**src/rtl/ram_req_ctrl_pkg.sv**
```systemverilog
// Shared types and helpers for the RAM request controller.
// Holds the response record stored in the response FIFO, the width of the
// optional statistics counters, and the address range check used by both
// request paths.
package ram_req_ctrl_pkg;

  localparam int RSP_DATA_W = 8;
  localparam int STAT_W     = 16;

  typedef struct packed {
    logic [RSP_DATA_W-1:0] data;
    logic                  err;
  } ram_rsp_t;

  function automatic logic addr_in_range(input logic [31:0] addr, input int unsigned depth);
    return addr < depth;
  endfunction

endpackage

```
**src/rtl/ram_req_ctrl_rsp_fifo.sv**
```systemverilog
// ram_rsp_fifo: synchronous FIFO for read responses.
// Power-of-two depth so the pointers wrap naturally. A pop is ignored when
// empty and a push is ignored when full unless a pop frees the slot on the
// same edge. Storage is not reset; only pointers and count are.
module ram_rsp_fifo
  import ram_req_ctrl_pkg::*;
#(
  parameter type T     = ram_rsp_t,
  parameter int  DEPTH = 4,
  localparam int AW    = $clog2(DEPTH)
) (
  input  logic        clk,
  input  logic        rst,
  input  logic        push,
  input  T            push_data,
  input  logic        pop,
  output T            head,
  output logic [AW:0] count,
  output logic        full,
  output logic        empty
);

  T              mem [DEPTH];
  logic [AW-1:0] wptr;
  logic [AW-1:0] rptr;
  logic          do_push;
  logic          do_pop;

  assign empty   = (count == '0);
  assign full    = (count == (AW+1)'(DEPTH));
  assign do_pop  = pop && !empty;
  assign do_push = push && (!full || do_pop);
  assign head    = mem[rptr];

  // Pointer and occupancy bookkeeping.
  always_ff @(posedge clk or posedge rst) begin
    if (rst) begin
      wptr  <= '0;
      rptr  <= '0;
      count <= '0;
    end else begin
      if (do_push) wptr <= wptr + AW'(1);
      if (do_pop)  rptr <= rptr + AW'(1);
      case ({do_push, do_pop})
        2'b10:   count <= count + (AW+1)'(1);
        2'b01:   count <= count - (AW+1)'(1);
        default: count <= count;
      endcase
    end
  end

  // Entry storage; contents are meaningless until pushed.
  always_ff @(posedge clk) begin
    if (do_push) mem[wptr] <= push_data;
  end

endmodule

```
**src/rtl/ram_req_ctrl.sv**
```systemverilog
// ram_req_ctrl: request-side controller in front of the 8-entry RAM.
// Registers write/read requests onto the RAM ports, stalls a read that hits
// the address being written in the same cycle, tags every accepted read in a
// valid/err shift pipe matching the RAM read latency, and queues results in
// a response FIFO whose depth is also the outstanding-read credit limit.
// Optional build macro: RAM_REQ_CTRL_STATS_EN adds saturating request
// counters stat_wr_cnt, stat_rd_cnt and stat_err_cnt.
module ram_req_ctrl
  import ram_req_ctrl_pkg::*;
#(
  parameter int ADDR_WIDTH = 16,
  parameter int DATA_WIDTH = 8,
  parameter int DEPTH      = 8,
  parameter int RD_LATENCY = 1,
  parameter int RSP_DEPTH  = 4
) (
  input  logic                  clk,
  input  logic                  rst,
  input  logic                  wr_req_valid,
  output logic                  wr_req_ready,
  input  logic [ADDR_WIDTH-1:0] wr_req_addr,
  input  logic [DATA_WIDTH-1:0] wr_req_data,
  input  logic                  rd_req_valid,
  output logic                  rd_req_ready,
  input  logic [ADDR_WIDTH-1:0] rd_req_addr,
  output logic                  rd_rsp_valid,
  input  logic                  rd_rsp_ready,
  output logic [DATA_WIDTH-1:0] rd_rsp_data,
  output logic                  rd_rsp_err,
  output logic                  ram_wr_enb,
  output logic [ADDR_WIDTH-1:0] ram_wr_addr,
  output logic [DATA_WIDTH-1:0] ram_wr_data,
  output logic                  ram_rd_enb,
  output logic [ADDR_WIDTH-1:0] ram_rd_addr,
  input  logic [DATA_WIDTH-1:0] ram_rd_data
`ifdef RAM_REQ_CTRL_STATS_EN
  ,
  output logic [STAT_W-1:0]     stat_wr_cnt,
  output logic [STAT_W-1:0]     stat_rd_cnt,
  output logic [STAT_W-1:0]     stat_err_cnt
`endif
);

  localparam int CNT_W = $clog2(RSP_DEPTH) + 2;
  localparam int FC_W  = $clog2(RSP_DEPTH) + 1;

  logic                wr_in_range;
  logic                rd_in_range;
  logic                hazard;
  logic                wr_acc;
  logic                rd_acc;
  logic [CNT_W-1:0]    inflight;
  logic                credit_ok;
  logic [RD_LATENCY:0] tag_vld_p;
  logic [RD_LATENCY:0] tag_err_p;
  ram_rsp_t            push_rsp;
  ram_rsp_t            head_rsp;
  logic [FC_W-1:0]     fifo_count;
  logic                fifo_full;
  logic                fifo_empty;
  logic                rsp_pop;

  assign wr_in_range = addr_in_range(32'(wr_req_addr), int'(DEPTH));
  assign rd_in_range = addr_in_range(32'(rd_req_addr), int'(DEPTH));

  // Out-of-range collisions never stall: the write is dropped anyway.
  assign hazard = wr_req_valid && rd_req_valid && (wr_req_addr == rd_req_addr) && wr_in_range;

  // Reads still in the tag pipe that have not yet reached the FIFO.
  always_comb begin
    inflight = '0;
    for (int i = 0; i <= RD_LATENCY; i++) inflight = inflight + CNT_W'(tag_vld_p[i]);
  end

  assign credit_ok    = (inflight + CNT_W'(fifo_count)) < CNT_W'(RSP_DEPTH);
  assign wr_req_ready = !rst;
  assign rd_req_ready = !rst && credit_ok && !hazard && !fifo_full;
  assign wr_acc       = wr_req_valid && wr_req_ready;
  assign rd_acc       = rd_req_valid && rd_req_ready;

  // Stage p0: register accepted requests onto the RAM ports.
  always_ff @(posedge clk or posedge rst) begin
    if (rst) begin
      ram_wr_enb  <= 1'b0;
      ram_wr_addr <= '0;
      ram_wr_data <= '0;
      ram_rd_enb  <= 1'b0;
      ram_rd_addr <= '0;
    end else begin
      ram_wr_enb <= wr_acc && wr_in_range;
      ram_rd_enb <= rd_acc && rd_in_range;
      if (wr_acc && wr_in_range) begin
        ram_wr_addr <= wr_req_addr;
        ram_wr_data <= wr_req_data;
      end
      if (rd_acc && rd_in_range) ram_rd_addr <= rd_req_addr;
    end
  end

  // Tag pipe: one slot per edge until the RAM data is valid at the exit.
  always_ff @(posedge clk or posedge rst) begin
    if (rst) begin
      tag_vld_p <= '0;
      tag_err_p <= '0;
    end else begin
      tag_vld_p <= {tag_vld_p[RD_LATENCY-1:0], rd_acc};
      tag_err_p <= {tag_err_p[RD_LATENCY-1:0], rd_acc && !rd_in_range};
    end
  end

  // Pipe exit: error tags carry zero data instead of whatever the RAM shows.
  always_comb begin
    push_rsp      = '0;
    push_rsp.err  = tag_err_p[RD_LATENCY];
    push_rsp.data = tag_err_p[RD_LATENCY] ? '0 : RSP_DATA_W'(ram_rd_data);
  end

  assign rsp_pop = rd_rsp_valid && rd_rsp_ready;

  ram_rsp_fifo #(
    .T     (ram_rsp_t),
    .DEPTH (RSP_DEPTH)
  ) u_rsp_fifo (
    .clk       (clk),
    .rst       (rst),
    .push      (tag_vld_p[RD_LATENCY]),
    .push_data (push_rsp),
    .pop       (rsp_pop),
    .head      (head_rsp),
    .count     (fifo_count),
    .full      (fifo_full),
    .empty     (fifo_empty)
  );

  assign rd_rsp_valid = !fifo_empty;
  assign rd_rsp_data  = fifo_empty ? '0 : DATA_WIDTH'(head_rsp.data);
  assign rd_rsp_err   = !fifo_empty && head_rsp.err;

`ifdef RAM_REQ_CTRL_STATS_EN
  logic [1:0] err_inc;

  function automatic logic [STAT_W-1:0] sat_add(input logic [STAT_W-1:0] cnt, input logic [1:0] inc);
    logic [STAT_W:0] sum;
    sum = {1'b0, cnt} + (STAT_W+1)'(inc);
    return sum[STAT_W] ? '1 : sum[STAT_W-1:0];
  endfunction

  assign err_inc = {1'b0, wr_acc && !wr_in_range} + {1'b0, rd_acc && !rd_in_range};

  // Saturating counters of accepted and out-of-range requests.
  always_ff @(posedge clk or posedge rst) begin
    if (rst) begin
      stat_wr_cnt  <= '0;
      stat_rd_cnt  <= '0;
      stat_err_cnt <= '0;
    end else begin
      stat_wr_cnt  <= sat_add(stat_wr_cnt, {1'b0, wr_acc});
      stat_rd_cnt  <= sat_add(stat_rd_cnt, {1'b0, rd_acc});
      stat_err_cnt <= sat_add(stat_err_cnt, err_inc);
    end
  end
`endif

endmodule

```
**config.mk**
```make
export PLATFORM = sky130hd
export DESIGN_NAME = ram_req_ctrl
export DESIGN_NICKNAME = d
export VERILOG_FILES = /design/src/rtl/ram_req_ctrl_pkg.sv /design/src/rtl/ram_req_ctrl_rsp_fifo.sv /design/src/rtl/ram_req_ctrl.sv
export SDC_FILE = /design/constraint.sdc
export NUM_CORES = 1
export LEC_CHECK = 0
export ABC_AREA = 0
export CAP_MARGIN = 20
export CORE_MARGIN = 1
export CORE_UTILIZATION = 51
export DETAILED_ROUTE_END_ITERATION = 7
export HOLD_SLACK_MARGIN = 0.06
export PLACE_DENSITY = 0.95
export SLEW_MARGIN = 20
export SYNTH_ARGS = -nofsm -noshare
export SYNTH_HDL_FRONTEND = slang
export SYNTH_HIERARCHICAL = 1
export SYNTH_SLANG_ARGS = --single-unit
```
**constraint.sdc**
```tcl
create_clock -name clk -period 7 [get_ports clk]
set_input_delay 1.4 -clock clk [delete_from_list [all_inputs] [get_ports clk]]
set_output_delay 1.4 -clock clk [all_outputs]
set_load 0.01 [all_outputs]
```
Yosys cells after proc, flatten, opt, wreduce, memory -nomap -nowiden:

Memories as Yosys holds them, arrays and structs flattened.
Cells that the tools add are included.

* output and inout bits: 54
* logic and storage cells: 52
* bits in latches: 0
* register bits after elaboration: 53
* memories kept: 1
* input bits: 53
* bits in read-only memories: 0
* RAM bits: 36

Memory list
* u_rsp_fifo.mem: words 4, width 9, rd ports 1, clocked after Yosys merged registers in 0, wr ports 1, RTL line ram_req_ctrl_rsp_fifo.sv:23 `T mem [DEPTH];`

* shifts and indexed selects: 0
* order comparisons: 3
* $add $sub $neg: 6
* reduce and logical (&&, ||, !) cells: 23
* bitwise operators: 0
* equal/unequal tests: 4
* mux-type cells: 5
* multiply operators: 0
* divide/modulo/power cells: 0

Operator list (number)
* $lt A16 B4 Y1 const B: 2
* $eq A16 B16 Y1: 1
* $mux W8: 2
* $logic_and A1 B1 Y1: 15
* $pmux W3 S2: 1
* $logic_not A1 Y1: 5
* $add A2 B1 Y2 const B: 2
* $add A2 B3 Y4: 1
* $lt A4 B3 Y1 const B: 1
* $add A3 B1 Y3 const B: 1
* $eq A3 B3 Y1 const B: 1
* $logic_not A3 Y1: 1
* $sub A3 B1 Y3 const B: 1
* $add A1 B1 Y2: 1
* $eq A2 B1 Y1 const B: 1
* $eq A2 B2 Y1 const B: 1
* $mux W1: 2
* $reduce_bool A2 Y1: 1
* $logic_or A1 B1 Y1: 1

Logic depth before layout (Yosys ltp):

Gate-level depths: netlist of the first run.

* depth after elaboration: 8
* depth in mapped cells: 11
* mapped depth without buffers: 10

Cells and area by module:

The synthesis of the first run kept the hierarchy.

By module, submodules not included
* ram_req_ctrl: area each 2075.7 µm², cells an instance 159, seq. area each 1151.1 µm², instances 1
* ram_rsp_fifo: area each 1734.2 µm², cells an instance 86, seq. area each 1256.2 µm², instances 1

Worst setup path after synthesis of the first run:

No wires, ideal clock.

* path type: input to output
* start: in wr_req_addr[11]
* end: out rd_req_ready
* path slack: 3.122 ns
* arrival time: 2.478 ns
* path buffers: 0
* stages on the path: 5
* cells stage by stage: nor4_2 -> nand4_2 -> nor4_4 -> and2_2 -> nor2_1

* word-level cells in the longest chain between the ends: 6

RTL lines
* start, declared: RTL line ram_req_ctrl.sv:21 `input logic [ADDR_WIDTH-1:0] wr_req_addr,`
* branches (longest 2 deep; another with $lt A16 B4 Y1)
* $logic_and A1 B1 Y1 (*): RTL line ram_req_ctrl.sv:67 `assign hazard = wr_req_valid && rd_req_valid && (wr_req_addr == rd_req_addr) && wr_in_range;`
* $logic_not A1 Y1 (*): RTL line ram_req_ctrl.sv:77 `assign rd_req_ready = !rst && credit_ok && !hazard && !fifo_full;`
* $logic_and A1 B1 Y1 (*) (2 in a row): RTL line ram_req_ctrl.sv:77
* end, declared: RTL line ram_req_ctrl.sv:24 `output logic rd_req_ready,`

Every way passes the cells marked *.

Worst setup path after layout of the first run:

* start: in wr_req_addr[7]
* end: out rd_req_ready

The elaborated chain is that of the path after synthesis.

==> results by group, run 1 <==
Synthesis
  – Commonest register cell after synthesis: sky130_fd_sc_hd__dfrtp_1
  – Cell with the most instances after synthesis: sky130_fd_sc_hd__dfrtp_1
  – Total nets after synthesis: 305
  – Library cell with the largest summed area after synthesis: sky130_fd_sc_hd__dfrtp_1
  – Number of flops mapped to enable cells by yosys: 36
  – Average cell area after synthesis: 15.6 um^2
  – Post-synth design cell area: 3810 um^2
  – Cell types with the highest counts after synthesis: sky130_fd_sc_hd__dfrtp_1 (53), sky130_fd_sc_hd__edfxtp_1 (36), sky130_fd_sc_hd__nor2b_1 (31)
  – Area share of the largest cell type after synthesis: 34.8%
  – Ranking of synthesized cells by area: sky130_fd_sc_hd__dfrtp_1 (35%), sky130_fd_sc_hd__edfxtp_1 (28%), sky130_fd_sc_hd__mux4_2 (5.3%), sky130_fd_sc_hd__nor2b_1 (5.1%), sky130_fd_sc_hd__xnor2_1 (3.7%)
  – Sequential cell area fraction in the yosys report: 63.2%
  – Number of cells produced by synthesis: 245
  – Number of distinct library cells after synthesis: 37
  – Async set-reset flop share out of synthesis: 59.6%
  – Synth warnings: 6
  – Flip-flop and latch count after synthesis: 89

Route
  – Router iterations before antenna repair: 4
  – Detailed-route wire length: 7720 um
  – DR DRC count: 0
  – Number of vias after detailed routing: 2304
  – Via density: 4.98
  – Number of DRC violations after detailed-routing iteration 0: 83
  – Routed len/inst: 16.7 um
  – Post-DRT Antenna Nets: 0

STA
  – Worst clock skew: 7.35 ps
  – Final number of setup-violating endpoints: 0
  – Total count of max-transition violations in the final report: 0
  – RSZ-0062 raised after global routing: false
  – Achievable clock frequency: 202 MHz
  – Tightest Pin Transition: 955 ps
  – Final worst path period need: 4960 ps
  – Final hold vios: 0
  – Worst slew margin: 36.1%
  – Fin worst setup slack: 2040 ps
  – Period utilisation layout: 70.9%
  – Post-route setup TNS: 0 ps

Placed design
  – Routability cong.: 0.841
  – Pre-CTS WS: 2020 ps
  – HPWL after detailed placement: 5840 um
  – Placement-stage cell area: 4970 um^2
  – Port-buffer cells: 106

Floorplan
  – Core Area: 7250 um^2
  – DIE HEIGHT: 88.4 um
  – Rows: 31
  – Initial Utilization: 52.5%
  – Die Wd: 88.4 um
  – Die Area: 7820 um^2
  – I/O Pins: 107

Pwr
  – Maximum vdd drop: 197 uV
  – Total power divided by cell area: 264 nW/um^2
  – Portion of total power attributed to sequential cells: 47.6%
  – Internal power: 0.000984 W
  – Combinational Power Share: 27.3%
  – Net switching component of the power: 0.000385 W
  – Leakage power: 2.12 nW
  – Clock network fraction of total power: 25.1%
  – Overall power consumption: 0.00137 W
  – Net Sw Frac: 28.1%

Critical path
  – Required @ worst endpoint: 5600 ps
  – Critical Path Source Type: primary input
  – Worst Setup Path Type: primary input to output pin
  – Number of cells on the worst reg-to-reg path: 11
  – Signal arrival time at the worst endpoint: 3560 ps
  – Nature of the critical path endpoint: output pin
  – Critical-path maximum fanout: 3

Cells and area
  – Multi-input combinational cell area: 1330 um^2
  – Share of layout cells above drive strength 1: 19.2%
  – Diodes inserted: 0
  – Sequential cell area: 2410 um^2
  – Design Area, Final: 5180 um^2
  – Syn-to-layout area delta: 36.0%
  – Final Net Count: 419
  – Layout filler cell count: 484

Worst hold path
  – Hold/Removal Path Class: flip-flop to flip-flop
  – Number of cells on the worst hold path: 0

Flow run
  – Max Cap Viol: 0

Clock tree
  – Insertion delay of the later-clocked pin in the worst-skew pair: 350 ps
  – Htree depth: 3
  – Count of buffers added by post-CTS timing repair for setup: 0
  – Root buffer cell: sky130_fd_sc_hd__clkbuf_8
  – Clock buffers created by TritonCTS: 9
  – Count of clock tree sinks: 89
  – Clock Path Buffers: 2
  – Clock tree from TritonCTS: built
  – Clock transition at the register clock pins on the worst setup and hold paths after CTS: 80 ps
  – Hold bufs inserted after CTS: 0
  – Number of instances resized during post-cts repair: 0

Global routing
  – Wire length of the first global-routing pass: 12300 um
  – Vias in the first global route: 2539
  – GRT overflow: 0
  – Number of antenna violations at the first check in global routing: 0
  – Overall global routing resource usage: 21.6%
  – Largest net degree at the start of global routing: 48

Outcome
  – Result of the run: finished clean
==> worst max-delay path, cell delays in order <==
cell and delay, ps:
sky130_fd_sc_hd__clkdlybuf4s50_1 470, sky130_fd_sc_hd__nor4_2 370, sky130_fd_sc_hd__nand4_2 190, sky130_fd_sc_hd__nor4_4 370, sky130_fd_sc_hd__and2_2 230, sky130_fd_sc_hd__nor2_1 50, sky130_fd_sc_hd__clkdlybuf4s50_1 480
==> power by group through the flow <==
| stage | Sequential [W] | Clock (W) | Combinational, W |
|---|---|---|---|
| after detailed placement | 0.000666 | 0 | 0.000378 |
| after floorplan | 0.000628 | 0 | 0.000250 |
| final | 0.000652 | 0.000343 | 0.000374 |
| after global placement | 0.000661 | 0 | 0.000362 |
| after global routing | 0.000664 | 0.000371 | 0.000413 |
| after CTS | 0.000655 | 0.000351 | 0.000379 |
==> per-layer routing <==
metal  global-route usage, %  share of wire [%]
met5                       0                  0
met4                    5.28               0.84
met3                    10.4                8.2
met2                    36.4                 50
met1                    24.8                 41
==> area by class of cell <==
cell class,instances,share of cell area [%]
Sequential cell,89,46.5
Multi-Input combinational cell,139,25.6
Timing Repair Buffer,109,21.0
Clock buffer,11,2.54
Tap cell,99,2.39
Clock inverter,5,1.23
Inverter,11,0.797
==> state kept, by name (all words and copies together) (netlist names) <==
| name | count |
|---|---|
| u_rsp_fifo/count | 3 |
| u_rsp_fifo/rptr | 2 |
| u_rsp_fifo/wptr | 2 |
| ram_wr_enb | 1 |
| ram_rd_enb | 1 |
| tag_err_p | 2 |
| u_rsp_fifo/mem | 36 |
| ram_wr_data | 8 |
| ram_rd_addr | 16 |
| ram_wr_addr | 16 |
| tag_vld_p | 2 |
==> kinds of logic (layout without fill, tap and decap cells) <==
kind of cell / Yosys count / count (layout) / share of synthesized area (%)
compound gates: 6 / 6 / 1.64
xor+xnor: 22 / 22 / 5.06
fa+ha+maj: 7 / 7 / 2.50
buf+inv: 17 / 136 / 2.00
flops: 89 / 89 / 63.2
mux: 25 / 25 / 10.4
simple gates: 79 / 79 / 15.2
==> layout by cell type (no fill, tap or decap), drive strengths merged, types with 6 or more instances in the layout <==
master and count:
nor2b 40, xnor2 16, clkbuf 11, nor4 7
inv 12, xor2 6, nand4 8, dfrtp 53
mux4 9, nor2 6, edfxtp 36, mux2 15
clkdlybuf4s50 106, ha 6
==> path summary, 6_finish.rpt <==
check	from	to	slack (ps)
worst max-delay path	wr_req_addr[7]	rd_req_ready	2040
worst min-delay path	tag_err_p[0]	tag_err_p[1]	360
worst max register to register	u_rsp_fifo/count[0]	u_rsp_fifo/count[2]	4610
min in group asynchronous	rst	u_rsp_fifo/count[1]	1430
max in group asynchronous	rst	ram_wr_addr[1]	4960
worst min register to register	tag_err_p[0]	tag_err_p[1]	360
==> per-stage QoR <==
step | std cells | hold slack (ps) | util (%)
global placement | 446 | 333 | 68.6
detailed placement | 446 | 350 | 68.6
floorplan | 245 | 331 | -
CTS | 462 | 368 | 71.3
global route | 463 | 368 | 71.4
finish | 463 | 363 | 71.4
Power figures use the tool's default switching activity.
==> run 2: changes to the inputs <==
--- a/config.mk
+++ b/config.mk
@@ -8,10 +8,10 @@
 export ABC_AREA = 0
 export CAP_MARGIN = 20
 export CORE_MARGIN = 1
-export CORE_UTILIZATION = 51
+export CORE_UTILIZATION = 48
 export DETAILED_ROUTE_END_ITERATION = 7
 export HOLD_SLACK_MARGIN = 0.06
-export PLACE_DENSITY = 0.95
+export PLACE_DENSITY = 0.91
 export SLEW_MARGIN = 20
 export SYNTH_ARGS = -nofsm -noshare
 export SYNTH_HDL_FRONTEND = slang
==> constraint.sdc (replaced) <==
create_clock -name clk -period 5.15 [get_ports clk]
set_input_delay 1.03 -clock clk [delete_from_list [all_inputs] [get_ports clk]]
set_output_delay 1.03 -clock clk [all_outputs]
set_load 0.01 [all_outputs]
==> run 2 against run 1 <==
Sequential share of layout area grew 0.056 points. Clock power grew 36%. Cell count grew 0.43%. Total power grew 37%. Hold slack lost 7.8 ps. Count of clock-buffer cells in the layout shrank 2. Utilization shrank 4.1 points. Non-clock buffer count shrank 1. Worst setup slack lost 1100 ps. Largest cell class unchanged.
==> results by group, run 2 (synthesis results as in run 1) <==
STA
  – Post-route setup TNS: 0 ps
  – Final worst path period need: 4250 ps
  – Worst clock skew: 9.25 ps
  – Total count of max-transition violations in the final report: 0
  – Worst slew margin: 34.8%
  – Achievable clock frequency: 235 MHz
  – Tightest Pin Transition: 975 ps
  – Period utilisation layout: 82.6%
  – Hold Slack: 355 ps
  – Final number of setup-violating endpoints: 0
  – RSZ-0062 raised after global routing: false
  – Final hold vios: 0

Pwr
  – Combinational Power Share: 27.6%
  – Total power divided by cell area: 362 nW/um^2
  – Clock network fraction of total power: 24.9%
  – Internal power: 0.00130 W
  – Portion of total power attributed to sequential cells: 47.5%
  – Net Sw Frac: 30.5%
  – Net switching component of the power: 0.000571 W
  – Leakage power: 2.12 nW
  – Maximum vdd drop: 219 uV

Clock tree
  – Clock tree from TritonCTS: built
  – Clock buffers created by TritonCTS: 9
  – Count of buffers added by post-CTS timing repair for setup: 0
  – Clock Path Buffers: 2
  – Hold bufs inserted after CTS: 0
  – Count of clock tree sinks: 89
  – Insertion delay of the later-clocked pin in the worst-skew pair: 370 ps
  – Root buffer cell: sky130_fd_sc_hd__clkbuf_8
  – Htree depth: 3
  – Clock transition at the register clock pins on the worst setup and hold paths after CTS: 90 ps
  – Number of instances resized during post-cts repair: 0

Flow run
  – Max Cap Viol: 0

Route
  – Post-DRT Antenna Nets: 0
  – Routed len/inst: 16.8 um
  – Via density: 5.15
  – Router iterations before antenna repair: 4
  – Detailed-route wire length: 7820 um
  – Number of vias after detailed routing: 2393
  – DR DRC count: 0
  – Number of DRC violations after detailed-routing iteration 0: 115

Cells and area
  – Most frequent cells in the layout: sky130_fd_sc_hd__clkdlybuf4s50_1 (106), sky130_fd_sc_hd__dfrtp_1 (53), sky130_fd_sc_hd__edfxtp_1 (36)
  – Share of layout cells above drive strength 1: 19.6%
  – Layout filler cell count: 555
  – Reg with most FFs: u_rsp_fifo/mem
  – Syn-to-layout area delta: 35.8%
  – Multi-input combinational cell area: 1330 um^2
  – Diodes inserted: 0
  – Final core utilization: 67.3%
  – Max reg flops: 36
  – Most common cell after layout, fill and taps aside: sky130_fd_sc_hd__clkdlybuf4s50_1
  – Largest registers in the final layout: u_rsp_fifo/mem x36, ram_rd_addr x16, ram_wr_addr x16
  – Final Net Count: 418
  – Sequential cell area: 2410 um^2

Critical path
  – Cell type of the slowest stage on the worst timing path: sky130_fd_sc_hd__clkdlybuf4s50_1
  – Critical Path Source Type: primary input
  – Required @ worst endpoint: 4120 ps
  – Critical-path maximum fanout: 3
  – Signal arrival time at the worst endpoint: 3220 ps
  – Nature of the critical path endpoint: output pin
  – Critical Path, Cell by Cell: clkdlybuf4s50_1 > nor4_2 > nand4_2 > nor4_4 > and2_2 > nor2_1 > clkdlybuf4s50_1
  – Worst Setup Path Type: primary input to output pin
  – Slowest Stage Delay on Critical Path: 490 ps
  – CP dominant cell by count: sky130_fd_sc_hd__clkdlybuf4s50_1
  – Gate family responsible for the most delay along the worst path: simple AND/OR/NAND/NOR gates
  – Number of buffers and inverters on the critical path: 2

Global routing
  – Largest net degree at the start of global routing: 47
  – Overall global routing resource usage: 20.9%
  – GRT overflow: 0
  – Number of antenna violations at the first check in global routing: 0
  – Wire length of the first global-routing pass: 13300 um
  – Vias in the first global route: 2680

Floorplan
  – Die Area: 8300 um^2
  – Die Wd: 91.1 um
  – DIE HEIGHT: 91.1 um
  – Rows: 32
  – I/O Pins: 107
  – Initial Utilization: 49.6%
  – Core Area: 7690 um^2

Outcome
  – Result of the run: finished clean

Placed design
  – Routability cong.: 0.831
  – HPWL after detailed placement: 5640 um
  – Port-buffer cells: 106

Worst hold path
  – Hold/Removal Path Class: flip-flop to flip-flop
-- run 2: cell count changes in the layout (fill, tap and decap cells not counted) --
cell / delta
sky130_fd_sc_hd__clkbuf_1: -2
sky130_fd_sc_hd__bufinv_16: -1
sky130_fd_sc_hd__nor2_2: -1
sky130_fd_sc_hd__buf_6: -1
sky130_fd_sc_hd__inv_8: +3
sky130_fd_sc_hd__inv_6: +1
sky130_fd_sc_hd__nor2_4: +1
sky130_fd_sc_hd__clkinv_4: -1
-- run 2: layout make-up --
class,instances,share of cell area (%)
clock buffers,9,2.39
clock inverters,7,1.31
repair buffers,108,20.8
inverters,11,0.798
flip-flops and latches,89,46.5
multi-input cells,139,25.7
well taps,102,2.47
-- run 2: power groups by stage --
stage	combinational [W]	sequential, W	clock (W)
global route	0.000562	0.000905	0.000504
CTS	0.000521	0.000892	0.000473
finish	0.000518	0.000890	0.000466
floorplan	0.000340	0.000853	0
global placement	0.000495	0.000899	0
detailed placement	0.000516	0.000906	0
-- run 2: per-layer routing --
layer  part of all wire (%)  vias to the layer above  global-route usage, %
met5                      0                        -                      0
met4                    1.8                        0                   8.99
met3                    7.9                       13                   7.29
met2                     51                       90                   35.7
met1                     39                     1202                   23.9
li1                       -                     1088                      -
-- run 2: path summary, 6_finish.rpt --
path	from	to	slack, ps	cells after the start
min in group asynchronous	rst	u_rsp_fifo/count[1]	1110	2
min	tag_err_p[0]	tag_err_p[1]	360	0
max	wr_req_addr[7]	rd_req_ready	900	7
min reg2reg	tag_err_p[0]	tag_err_p[1]	360	0
max reg2reg	u_rsp_fifo/count[0]	ram_rd_addr[2]	2720	5
max in group asynchronous	rst	tag_err_p[1]	3420	3
-- run 2: per-stage QoR --
step	std cells	setup slack, ps	cell area [um^2]	power, W
after detailed placement	449	928	4980	0.00142
after global placement	449	981	4980	0.00139
final	465	899	5170	0.00187
after global routing	465	760	5170	0.00197
after floorplan	245	2010	3810	0.00119
after CTS	465	932	5170	0.00189
